[src/rtl/display_timing_if.sv]
// Bundle between the display timing generator and its consumer: the pixel
// strobe goes in; counts, syncs and frame-address controls come out.
interface display_timing_if;
   logic       Enable;
   logic [9:0] HCount;
   logic [9:0] VCount;
   logic       HSync;
   logic       VSync;
   logic       VideoOn;
   logic       IncAddr1;
   logic       ResetAddr1;
   logic       FrameStart;

   modport master (
      input  Enable,
      output HCount, VCount, HSync, VSync, VideoOn, IncAddr1, ResetAddr1, FrameStart
   );

   modport slave (
      output Enable,
      input  HCount, VCount, HSync, VSync, VideoOn, IncAddr1, ResetAddr1, FrameStart
   );
endinterface

[src/rtl/display_timing.sv]
// Raster timing generator: pixel/line counters with registered sync, blanking
// and frame-address decodes that stay cycle-aligned with the counts.
module display_timing #(
   parameter int H_ACTIVE = 640,
   parameter int H_FP     = 16,
   parameter int H_SYNC   = 96,
   parameter int H_BP     = 48,
   parameter int V_ACTIVE = 480,
   parameter int V_FP     = 10,
   parameter int V_SYNC   = 2,
   parameter int V_BP     = 33
) (
   input  logic             clk,
   input  logic             Reset,
   display_timing_if.master bus
);

   localparam int H_TOTAL = H_ACTIVE + H_FP + H_SYNC + H_BP;
   localparam int V_TOTAL = V_ACTIVE + V_FP + V_SYNC + V_BP;

   localparam logic [9:0] H_LAST   = 10'(H_TOTAL - 1);
   localparam logic [9:0] V_LAST   = 10'(V_TOTAL - 1);
   localparam logic [9:0] H_VIS    = 10'(H_ACTIVE);
   localparam logic [9:0] V_VIS    = 10'(V_ACTIVE);
   localparam logic [9:0] HS_FIRST = 10'(H_ACTIVE + H_FP);
   localparam logic [9:0] HS_LAST  = 10'(H_ACTIVE + H_FP + H_SYNC - 1);
   localparam logic [9:0] VS_FIRST = 10'(V_ACTIVE + V_FP);
   localparam logic [9:0] VS_LAST  = 10'(V_ACTIVE + V_FP + V_SYNC - 1);

   logic [9:0] hcnt_q, hcnt_d;
   logic [9:0] vcnt_q, vcnt_d;
   logic       hsync_q, hsync_d;
   logic       vsync_q, vsync_d;
   logic       von_q, von_d;
   logic       rstaddr_q, rstaddr_d;
   logic       fstart_q, fstart_d;

   // Reset parks the position on the last pixel so the first enabled edge lands on (0,0).
   always_comb begin
      hcnt_d = hcnt_q;
      vcnt_d = vcnt_q;
      if (Reset) begin
         hcnt_d = H_LAST;
         vcnt_d = V_LAST;
      end else if (bus.Enable) begin
         if (hcnt_q == H_LAST) begin
            hcnt_d = '0;
            vcnt_d = (vcnt_q == V_LAST) ? '0 : vcnt_q + 10'd1;
         end else begin
            hcnt_d = hcnt_q + 10'd1;
         end
      end
   end

   // Decoding the next position lets the registered flags line up with the counts.
   always_comb begin
      hsync_d   = !((hcnt_d >= HS_FIRST) && (hcnt_d <= HS_LAST));
      vsync_d   = !((vcnt_d >= VS_FIRST) && (vcnt_d <= VS_LAST));
      von_d     = (hcnt_d < H_VIS) && (vcnt_d < V_VIS);
      rstaddr_d = (hcnt_d == H_LAST) && (vcnt_d == V_LAST);
      fstart_d  = (hcnt_d == '0) && (vcnt_d == '0);
      if (Reset) begin
         hsync_d   = 1'b1;
         vsync_d   = 1'b1;
         von_d     = 1'b0;
         rstaddr_d = 1'b1;
         fstart_d  = 1'b0;
      end
   end

   always_ff @(posedge clk) begin
      hcnt_q    <= hcnt_d;
      vcnt_q    <= vcnt_d;
      hsync_q   <= hsync_d;
      vsync_q   <= vsync_d;
      von_q     <= von_d;
      rstaddr_q <= rstaddr_d;
      fstart_q  <= fstart_d;
   end

   assign bus.HCount     = hcnt_q;
   assign bus.VCount     = vcnt_q;
   assign bus.HSync      = hsync_q;
   assign bus.VSync      = vsync_q;
   assign bus.VideoOn    = von_q;
   assign bus.ResetAddr1 = rstaddr_q;
   assign bus.FrameStart = fstart_q;
   // Gated by the live strobe so stalled cycles never advance the frame address.
   assign bus.IncAddr1   = von_q & bus.Enable;

endmodule

[src/flat_wrapper.sv]
// flat-port wrapper written by rule: the top's interface ports become plain ports
module display_timing_flat 
#(
   parameter int H_ACTIVE = 640,
   parameter int H_FP     = 16,
   parameter int H_SYNC   = 96,
   parameter int H_BP     = 48,
   parameter int V_ACTIVE = 480,
   parameter int V_FP     = 10,
   parameter int V_SYNC   = 2,
   parameter int V_BP     = 33
)
  (clk, Reset, bus_Enable, bus_HCount, bus_VCount, bus_HSync, bus_VSync, bus_VideoOn, bus_IncAddr1, bus_ResetAddr1, bus_FrameStart);
  display_timing_if bus_i ();
  input  logic clk;
  input  logic Reset;
  input wire logic [$bits(bus_i.Enable)-1:0] bus_Enable;
  output wire logic [$bits(bus_i.HCount)-1:0] bus_HCount;
  output wire logic [$bits(bus_i.VCount)-1:0] bus_VCount;
  output wire logic [$bits(bus_i.HSync)-1:0] bus_HSync;
  output wire logic [$bits(bus_i.VSync)-1:0] bus_VSync;
  output wire logic [$bits(bus_i.VideoOn)-1:0] bus_VideoOn;
  output wire logic [$bits(bus_i.IncAddr1)-1:0] bus_IncAddr1;
  output wire logic [$bits(bus_i.ResetAddr1)-1:0] bus_ResetAddr1;
  output wire logic [$bits(bus_i.FrameStart)-1:0] bus_FrameStart;
  assign bus_i.Enable = bus_Enable;
  assign bus_HCount = bus_i.HCount;
  assign bus_VCount = bus_i.VCount;
  assign bus_HSync = bus_i.HSync;
  assign bus_VSync = bus_i.VSync;
  assign bus_VideoOn = bus_i.VideoOn;
  assign bus_IncAddr1 = bus_i.IncAddr1;
  assign bus_ResetAddr1 = bus_i.ResetAddr1;
  assign bus_FrameStart = bus_i.FrameStart;
  display_timing #(.H_ACTIVE(H_ACTIVE), .H_FP(H_FP), .H_SYNC(H_SYNC), .H_BP(H_BP), .V_ACTIVE(V_ACTIVE), .V_FP(V_FP), .V_SYNC(V_SYNC), .V_BP(V_BP)) u_core (.clk(clk), .Reset(Reset), .bus(bus_i));
endmodule
[config.mk]
export PLATFORM = sky130hd
export DESIGN_NAME = display_timing_flat
export DESIGN_NICKNAME = d
export VERILOG_FILES = /design/src/rtl/display_timing_if.sv /design/src/rtl/display_timing.sv /design/src/flat_wrapper.sv
export SDC_FILE = /design/constraint.sdc
export NUM_CORES = 1
export LEC_CHECK = 0
export CORE_MARGIN = 2
export CORE_UTILIZATION = 46
export DETAILED_ROUTE_END_ITERATION = 10
export PLACE_DENSITY = 0.76
export RECOVER_POWER = 50
export SETUP_SLACK_MARGIN = 0.15
export SLEW_MARGIN = 20
export SYNTH_ARGS = -nofsm -noshare
export SYNTH_HDL_FRONTEND = slang
export SYNTH_SLANG_ARGS = --single-unit
[constraint.sdc]
create_clock -name clk -period 2.8 [get_ports clk]
set_clock_uncertainty 0.05 [all_clocks]
set_input_delay 0.7 -clock clk [delete_from_list [all_inputs] [get_ports clk]]
set_output_delay 0.7 -clock clk [all_outputs]
set_load 0.005 [all_outputs]
[Yosys cells after proc, flatten, opt, wreduce, memory -nomap -nowiden]
Index checks and enable logic that the tools add are counted.
Word-level totals
  output and inout bits: 26
  bits in registers: 25
  bits of input ports: 3
Operators by class
  reductions and logical operators: 9
  multiplexer cells: 7
  equal/unequal tests: 4
  order comparisons: 6
  $add $sub $neg: 2
  bitwise gates (word level): 1
Operators with widths (count)
  10-bit 2-to-1 mux: 7
  10-bit equality test, second input constant: 4
  10-bit by 1-bit adder with 10-bit output, second input constant: 2
  10-bit zero test: 2
  10-bit >= comparator, second input constant: 1
  10-bit by 9-bit >= comparator with 1-bit output, second input constant: 1
  10-bit <= comparator, second input constant: 1
  10-bit by 9-bit <= comparator with 1-bit output, second input constant: 1
  10-bit < comparator, second input constant: 1
  10-bit by 9-bit < comparator with 1-bit output, second input constant: 1
  1-bit logical AND: 5
  1-bit zero test: 2
  1-bit bitwise AND: 1

[Depth between registers and ports, before layout]
Gate-level depths: netlist of the first run.
  depth in word-level cells: 8
  mapped depth: 10
  mapped depth without buffers: 9

[Worst setup path after synthesis of the first run]
No wires, ideal clock.
  path type: in2reg
  from: in bus_Enable
  to: reg u_core.fstart_q, in the netlist u_core.bus.FrameStart
  data required time: 2628 ps
  cell stages on the path: 9
  arrival: 2481 ps
  slack: 147 ps
  path through: buf_4 -> inv_1 -> or4_4 -> buf_6 -> or4_1 -> a21oi_2 -> a31oi_1 -> nand4_2 -> nor4_2
Between the ends
  cells in the longest elaborated chain, start to end: 4
  elaborated cells on any way between the ends: 7
  those cells by class: mux: 4; reduce/logical: 3
RTL lines
  from (decl): line flat_wrapper.sv:17  | input wire logic [$bits(bus_i.Enable)-1:0] bus_Enable;
  10-bit 2-to-1 mux: line display_timing.sv:45  | end else if (bus.Enable) begin
  10-bit 2-to-1 mux: line display_timing.sv:42  | if (Reset) begin
  via u_core.vcnt_d[7]: line display_timing.sv:31  | logic [9:0] vcnt_q, vcnt_d;
  10-bit zero test: line display_timing.sv:61  | fstart_d = (hcnt_d == '0) && (vcnt_d == '0);
  1-bit logical AND: line display_timing.sv:61
  to (signal assigned): line display_timing.sv:78  | fstart_q <= fstart_d;
  to (decl): line display_timing.sv:36  | logic fstart_q, fstart_d;
The timed path passes the listed nets, and every way through them passes these cells.
A chain may end at the register's enable or synchronous reset.

[Worst setup path in the final report of the first run]
  from: reg u_core.hcnt_q[0], in the netlist u_core.bus.HCount[0]
  to: reg u_core.rstaddr_q, in the netlist u_core.bus.ResetAddr1
Between the ends
  cells in the longest elaborated chain, start to end: 6
  elaborated cells on any way between the ends: 11
  those cells by class: add/sub: 1; eq/ne: 3; mux: 6; reduce/logical: 1
RTL lines
  from (decl): line display_timing.sv:30  | logic [9:0] hcnt_q, hcnt_d;
  from (signal assigned): line display_timing.sv:72  | hcnt_q <= hcnt_d;
  10-bit equality test: line display_timing.sv:46  | if (hcnt_q == H_LAST) begin
  10-bit 2-to-1 mux: line display_timing.sv:46
  10-bit 2-to-1 mux: line display_timing.sv:45
  10-bit 2-to-1 mux: line display_timing.sv:42
  via u_core.vcnt_d[3]: line display_timing.sv:31
  10-bit equality test: line display_timing.sv:60  | rstaddr_d = (hcnt_d == H_LAST) && (vcnt_d == V_LAST);
  1-bit logical AND: line display_timing.sv:60
  to (signal assigned): line display_timing.sv:77  | rstaddr_q <= rstaddr_d;
  to (decl): line display_timing.sv:35  | logic rstaddr_q, rstaddr_d;
The timed path passes the listed nets, and every way through them passes these cells.

==> impl_metrics.env, run 1 <==
export IMPL_status="completed"
export IMPL_maximum_clock_insertion_buffer_count=2
export IMPL_hp_class="reg2reg"
export IMPL_dominantRegCellSynth="sky130_fd_sc_hd__dfxtp_1"
export IMPL_die_footprint_mm2=0.003574
export IMPL_synthesis_area_per_instance_um2=8.470
export IMPL_grt_overflow_total=0
export IMPL_final_setup_viol_count=0
export IMPL_total_vias_in_the_final_route=1487
export IMPL_tritoncts="done"
export IMPL_synth_async_reset_ratio_pct=0
export IMPL_netlist_area_mm2=0.001431
export IMPL_tritoncts_num_buffers=3
export IMPL_timing_final_hold_violations=0
export IMPL_final_core_util_pct=66.50
export IMPL_complex_gate_fraction_of_the_synthesized_area_pct=16.96
export IMPL_peakVddDrop_uv=425.8
export IMPL_max_cap_violations=0
export IMPL_cp_max_fo=6
export IMPL_detail_route_drc_violations=0
export IMPL_grt_antenna_before_repair=0
export IMPL_synthDistinctLibCells=49
export IMPL_grt_max_degree=14
export IMPL_cts_root_buffer_cell="sky130_fd_sc_hd__clkbuf_4"
export IMPL_io_buffer_count=28
export IMPL_ios=29
export IMPL_synth_area_leaders="sky130_fd_sc_hd__dfxtp_1 35%, sky130_fd_sc_hd__nand2_1 4.2%, sky130_fd_sc_hd__xnor2_1 3.7%"
export IMPL_per_cell_via_count_in_the_routed_design=5.854
export IMPL_drtPass1Iterations=4
export IMPL_final_layout_size_suffix_gt1_share_pct=24.43
export IMPL_synth_enable_flop_cells=0
export IMPL_worst_setup_path_type="reg2reg"
export IMPL_synth_cells=169
export IMPL_f_max_mhz=379.5
export IMPL_synth_top_family_by_area="simple AND/OR/NAND/NOR gates"
export IMPL_yosysTopAreaCellShare_pct=34.97
export IMPL_grt_first_pass_wirelength_um=6665
export IMPL_synthAdderAreaFrac_pct=2.622
export IMPL_floorplan_rows=20
export IMPL_die_height_um=59.78
export IMPL_antenna_cells_inserted=0
export IMPL_maxSlewHeadroom_pct=74.58
export IMPL_cts_clk_pin_slew_worst_paths_ps=140
export IMPL_core_area_mm2=0.003003
export IMPL_register_area_share_after_synthesis_pct=34.97
export IMPL_required_ps=3000
export IMPL_clock_latency_ps=320
export IMPL_filler_cell_count=268
export IMPL_synth_simple_gate_area_share_pct=32.52
export IMPL_grt_setup_unrepaired="false"
export IMPL_ys_ff_latch=25
export IMPL_cts_hold_buffers=0
export IMPL_tns_ps=0
export IMPL_power_leakage_nw=0.7842
export IMPL_die_w_um=59.78
export IMPL_syn_nets=175
export IMPL_post_synth_top_area_cell="sky130_fd_sc_hd__dfxtp_1"
export IMPL_yosysWarningCount=0
export IMPL_r2r_setup_slack_ps=160
export IMPL_timing_final_max_slew_violations=0
export IMPL_timing_worst_slew_pin_value_ps=371.6
export IMPL_cts_sinks=25
export IMPL_routed_wire_length_per_instance_um=16.47
export IMPL_layout_cell_area_non_filler_mm2=0.001997
export IMPL_drtAntennaViolNets=0
export IMPL_track_usage_pct=24.27
export IMPL_number_of_placed_cells_counting_well_taps=247
export IMPL_dpl_cell_area_mm2=0.001887
export IMPL_htree_num_levels=1
export IMPL_post_synthesis_mux_area_share_pct=0.7867
export IMPL_report_power_total_mw=1.414
export IMPL_route_final_wire_length_um=4183
export IMPL_worst_setup_path_start_kind="flop"
export IMPL_cp_end_kind="flop"
export IMPL_initial_utilization_pct=47.67
export IMPL_finish_net_count=228
export IMPL_area_growth_pct=39.51
export IMPL_total_power_divided_by_cell_area_mw_per_mm2=708.0
export IMPL_drt_iter0_markers=118
export IMPL_cp_data_arrival_time_ps=2830
export IMPL_final_cell_count_no_fill=254
export IMPL_finalCriticalPeriod_ps=2635
export IMPL_yosys_area_share_xor_xnor_pct=5.507
export IMPL_fin_crit_sh_pct=94.12
export IMPL_first_global_vias=1396
export IMPL_post_dp_hpwl_um=3001
export IMPL_gp_congestion=0.9130
==> worst max-delay path, cell delays in order, from the launching register on <==
cell and delay (ps):
sky130_fd_sc_hd__dfxtp_1 420, sky130_fd_sc_hd__ha_2 250, sky130_fd_sc_hd__nand4_2 160, sky130_fd_sc_hd__or4_4 630, sky130_fd_sc_hd__nor2_2 240, sky130_fd_sc_hd__a21boi_1 160, sky130_fd_sc_hd__buf_4 160, sky130_fd_sc_hd__nand2_1 80
sky130_fd_sc_hd__nand4_1 170, sky130_fd_sc_hd__nor4b_2 230
==> cell type report <==
class	count	area [um^2]	share of cell area, %
Tap cell	33	41.29	2.068
Timing Repair Buffer	54	474.2	23.75
Clock buffer	4	26.28	1.316
Multi-Input combinational cell	125	905.9	45.36
Inverter	13	48.80	2.444
Sequential cell	25	500.5	25.06
==> sequential cells by signal, indices dropped and copies added, names as in the netlist <==
register,count
u_core.bus.HCount,10
u_core.bus.VCount,10
u_core.bus.FrameStart,1
u_core.bus.HSync,1
u_core.bus.ResetAddr1,1
u_core.bus.VSync,1
u_core.bus.VideoOn,1
==> per-layer routing <==
metal  vias to the layer above  routed length [um]  GRT usage, %
li1                        717                   -             -
met1                       692                1786         32.27
met2                        69                2108         40.84
met3                         9                 204         2.381
met4                         0                  85         8.254
met5                         -                   0             0
==> through the flow <==
step | hold WS, ps | setup slack (ps)
6_report | 526.5 | 164.6
3_5_place_dp | 511.4 | -285.9
2_1_floorplan | 466.6 | 146.5
3_3_place_gp | 501.9 | -238.4
5_1_grt | 602.2 | 53.58
4_1_cts | 534.5 | 140.3
==> Yosys cell counts (2+ instances only) <==
master and instances:
sky130_fd_sc_hd__nand2b_1 2, sky130_fd_sc_hd__nand2_1 16, sky130_fd_sc_hd__inv_1 13, sky130_fd_sc_hd__and2_1 2
sky130_fd_sc_hd__nand4_1 5, sky130_fd_sc_hd__nor4_1 3, sky130_fd_sc_hd__or4_1 2, sky130_fd_sc_hd__nand4_2 2
sky130_fd_sc_hd__nor4_2 3, sky130_fd_sc_hd__buf_6 2, sky130_fd_sc_hd__nor3_1 10, sky130_fd_sc_hd__or3_1 2
sky130_fd_sc_hd__xor2_1 3, sky130_fd_sc_hd__xnor2_1 6, sky130_fd_sc_hd__a2111oi_0 3, sky130_fd_sc_hd__or2_2 2
sky130_fd_sc_hd__nor2_1 12, sky130_fd_sc_hd__a21oi_1 9, sky130_fd_sc_hd__dfxtp_1 25, sky130_fd_sc_hd__clkbuf_1 3
sky130_fd_sc_hd__a31oi_1 2, sky130_fd_sc_hd__o21ai_0 4, sky130_fd_sc_hd__ha_1 3, sky130_fd_sc_hd__nand3_1 10
==> report_power, final <==
group / internal, mW / switching (mW)
registers: 0.411 / 0.0747
clock network: 0.0557 / 0.105
logic: 0.387 / 0.380
==> final timing paths <==
check	from	end	cells past startpoint
worst max-delay path	u_core.bus.HCount[0]$_DFF_P_	u_core.bus.ResetAddr1$_SDFF_PP1_	9
worst min-delay path	u_core.bus.VCount[1]$_DFF_P_	u_core.bus.VCount[1]$_DFF_P_	2
worst max register to register	u_core.bus.HCount[0]$_DFF_P_	u_core.bus.ResetAddr1$_SDFF_PP1_	9
worst min register to register	u_core.bus.VCount[1]$_DFF_P_	u_core.bus.VCount[1]$_DFF_P_	2
==> logic make-up after synthesis <==
group	Yosys count
buffers and inverters	20
DFF	25
and+or+nand+nor	80
adders and majority gates	3
muxes	1
xor gates and xnor gates	9
AOI/OAI and AO/OA	31
==> cell usage in the layout, fill, tap and decap left out, types with 2 or more instances in the layout <==
master and count:
sky130_fd_sc_hd__xnor2_1 6, sky130_fd_sc_hd__nor4_2 2, sky130_fd_sc_hd__or3_1 2, sky130_fd_sc_hd__buf_4 24, sky130_fd_sc_hd__inv_1 13, sky130_fd_sc_hd__clkbuf_4 3, sky130_fd_sc_hd__or2_2 2, sky130_fd_sc_hd__ha_1 2
sky130_fd_sc_hd__o21ai_0 4, sky130_fd_sc_hd__dfxtp_1 25, sky130_fd_sc_hd__clkbuf_1 2, sky130_fd_sc_hd__nor3_1 9, sky130_fd_sc_hd__nand2_1 16, sky130_fd_sc_hd__nor4_4 2, sky130_fd_sc_hd__nor4_1 2, sky130_fd_sc_hd__nand4_2 2
sky130_fd_sc_hd__nand4_1 5, sky130_fd_sc_hd__a21oi_1 9, sky130_fd_sc_hd__nor2_1 12, sky130_fd_sc_hd__dlygate4sd3_1 16, sky130_fd_sc_hd__nand3_1 10, sky130_fd_sc_hd__or4_4 2, sky130_fd_sc_hd__clkdlybuf4s50_1 11, sky130_fd_sc_hd__xor2_1 3
sky130_fd_sc_hd__or4_1 2, sky130_fd_sc_hd__nand2b_1 2
==> timing repair <==
item,4_1_cts,5_1_grt
cloned,0,1
gates resized for setup,6,11
buffers inserted,2,0
pin swaps,3,2
endpoints found under the setup margin,5,4
endpoints found under the hold margin,0,0
Power figures use the tool's default switching activity.
==> inputs of run 2 (changes only) <==
--- a/config.mk
+++ b/config.mk
@@ -5,10 +5,10 @@
 export SDC_FILE = /design/constraint.sdc
 export NUM_CORES = 1
 export LEC_CHECK = 0
+export CAP_MARGIN = 10
 export CORE_MARGIN = 2
-export CORE_UTILIZATION = 46
+export CORE_UTILIZATION = 24
 export DETAILED_ROUTE_END_ITERATION = 10
-export PLACE_DENSITY = 0.76
 export RECOVER_POWER = 50
 export SETUP_SLACK_MARGIN = 0.15
 export SLEW_MARGIN = 20
==> run 2 against run 1 <==
  * Critical path depth is 1 lower
  * Global-route usage is 12 points lower
  * Total power is 4.7% higher
  * Hold slack worse by 13 ps
  * Core utilization is 31 points lower
  * Highest routed layer unchanged
  * Sequential power hardly changed
  * Combinational power hardly changed
==> impl_metrics.env, run 2 (same netlist as run 1, synthesis figures left out) <==
export IMPL_status="completed"
export IMPL_floorplan_rows=28
export IMPL_total_power_divided_by_cell_area_mw_per_mm2=714.2
export IMPL_clock_latency_ps=280
export IMPL_grt_overflow_total=0
export IMPL_drt_iter0_markers=131
export IMPL_route_final_wire_length_um=4116
export IMPL_core_area_mm2=0.005851
export IMPL_finalCriticalPeriod_ps=2585
export IMPL_detail_route_drc_violations=0
export IMPL_grt_max_degree=15
export IMPL_timing_final_max_slew_violations=0
export IMPL_die_w_um=81.23
export IMPL_finish_net_count=232
export IMPL_routed_wire_length_per_instance_um=13.72
export IMPL_hp_class="reg2reg"
export IMPL_grt_setup_unrepaired="false"
export IMPL_die_footprint_mm2=0.006598
export IMPL_post_dp_hpwl_um=3072
export IMPL_f_max_mhz=386.8
export IMPL_most_frequent_standard_cell_in_the_layout_excluding_fill_and_tap_cells="sky130_fd_sc_hd__buf_4"
export IMPL_total_vias_in_the_final_route=1434
export IMPL_worst_setup_path_start_kind="flop"
export IMPL_critical_path_slowest_cell="sky130_fd_sc_hd__or4_4"
export IMPL_final_layout_size_suffix_gt1_share_pct=25.33
export IMPL_maximum_clock_insertion_buffer_count=2
export IMPL_drtAntennaViolNets=0
export IMPL_power_leakage_nw=0.7875
export IMPL_drtPass1Iterations=4
export IMPL_final_core_util_pct=35.44
export IMPL_grt_first_pass_wirelength_um=6527
export IMPL_max_cap_violations=0
export IMPL_antenna_cells_inserted=0
export IMPL_cts_sinks=25
export IMPL_htree_num_levels=1
export IMPL_required_ps=2920
export IMPL_cp_end_kind="flop"
export IMPL_cp_data_arrival_time_ps=2700
export IMPL_report_power_total_mw=1.481
export IMPL_worst_path_largest_cell_delay_ps=640
export IMPL_per_cell_via_count_in_the_routed_design=4.780
export IMPL_timing_final_hold_violations=0
export IMPL_ios=29
export IMPL_critical_path_n_buffers_inverters=0
export IMPL_maxSlewHeadroom_pct=73.83
export IMPL_gp_congestion=0.8086
export IMPL_crit_family="simple AND/OR/NAND/NOR gates"
export IMPL_tritoncts_num_buffers=3
export IMPL_grt_antenna_before_repair=0
export IMPL_track_usage_pct=12.72
export IMPL_tritoncts="done"
export IMPL_first_global_vias=1384
export IMPL_cts_hold_buffers=0
export IMPL_cts_clk_pin_slew_worst_paths_ps=100
export IMPL_final_setup_viol_count=0
export IMPL_cts_root_buffer_cell="sky130_fd_sc_hd__clkbuf_8"
export IMPL_initial_utilization_pct=24.47
export IMPL_final_cell_mix="26 x sky130_fd_sc_hd__buf_4, 25 x sky130_fd_sc_hd__dfxtp_1, 16 x sky130_fd_sc_hd__nand2_1, 16 x sky130_fd_sc_hd__dlygate4sd3_1, 13 x sky130_fd_sc_hd__inv_1"
export IMPL_peakVddDrop_uv=250.8
export IMPL_area_growth_pct=44.84
export IMPL_path_cells="ha_2 > nand4_4 > or4_4 > or4_1 > a21oi_2 > a31oi_1 > nand4_2 > nor4_2"
export IMPL_die_height_um=81.23
export IMPL_io_buffer_count=28
export IMPL_worst_setup_path_type="reg2reg"
export IMPL_fin_crit_sh_pct=92.33
export IMPL_timing_worst_slew_pin_value_ps=382.6
export IMPL_cp_max_fo=6
==> run 2: per-stage QoR <==
stage          setup slack [ps]  instance area, um^2  std cells  setup TNS, ps  hold WS [ps]
2_1_floorplan             146.5                 1431        169              0         466.6
4_1_cts                   154.7                 2036        298              0         517.8
6_report                  214.8                 2073        300              0         513.9
3_3_place_gp             -223.3                 1962        292         -892.9         511.7
5_1_grt                   85.34                 2073        300              0         579.4
3_5_place_dp             -260.9                 1962        292          -1039         499.6
==> run 2: worst register-to-register path: cells and delay by family, from the launching register on <==
| family | cells | cell delay (ps) |
|---|---|---|
| flip-flops | 1 | 400 |
| adder cells (fa/ha/maj) | 1 | 240 |
| AO/OA/AOI/OAI | 2 | 230 |
| AND/OR/NAND/NOR | 5 | 1560 |
==> run 2: final timing paths <==
check,startpoint,to,slack (ps),cells past startpoint
worst max register to register,u_core.bus.HCount[1]$_DFF_P_,u_core.bus.FrameStart$_SDFF_PP0_,210,8
worst max-delay path,u_core.bus.HCount[1]$_DFF_P_,u_core.bus.FrameStart$_SDFF_PP0_,210,8
worst min register to register,u_core.bus.VCount[1]$_DFF_P_,u_core.bus.VCount[1]$_DFF_P_,510,2
worst min-delay path,u_core.bus.VCount[1]$_DFF_P_,u_core.bus.VCount[1]$_DFF_P_,510,2
==> run 2: layout make-up <==
type / instances / area, um^2
Timing Repair Buffer: 58 / 506.7
Fill cell: 579 / 3777
Clock inverter: 1 / 5.005
Multi-Input combinational cell: 125 / 877.1
Sequential cell: 25 / 500.5
Clock buffer: 3 / 41.29
Tap cell: 75 / 93.84
Inverter: 13 / 48.80
==> run 2: power by group <==
group | switching [mW] | internal [mW]
sequential | 0.0773 | 0.411
combinational | 0.367 | 0.398
clock | 0.128 | 0.100
==> run 2: per-layer routing <==
| metal | up-vias | global-route usage [%] | wire length [um] |
|---|---|---|---|
| li1 | 729 | - | - |
| met1 | 658 | 17.19 | 1946 |
| met2 | 38 | 19.83 | 1878 |
| met3 | 9 | 2.444 | 208 |
| met4 | 0 | 5.085 | 82 |
| met5 | - | 0 | 0 |
==> run 2: repair_timing <==
action,CTS,global route
setup endpoints to repair,5,4
resized for setup,7,8
cloned,0,1
buffers inserted,2,1
pin swaps,6,1
==> inputs of run 3 (changes only) <==
--- a/config.mk
+++ b/config.mk
@@ -5,7 +5,6 @@
 export SDC_FILE = /design/constraint.sdc
 export NUM_CORES = 1
 export LEC_CHECK = 0
-export CAP_MARGIN = 10
 export CORE_MARGIN = 2
 export CORE_UTILIZATION = 24
 export DETAILED_ROUTE_END_ITERATION = 10
==> results of run 3 <==
Same layout as run 2: the final DEF is identical, and so are final timing and power.
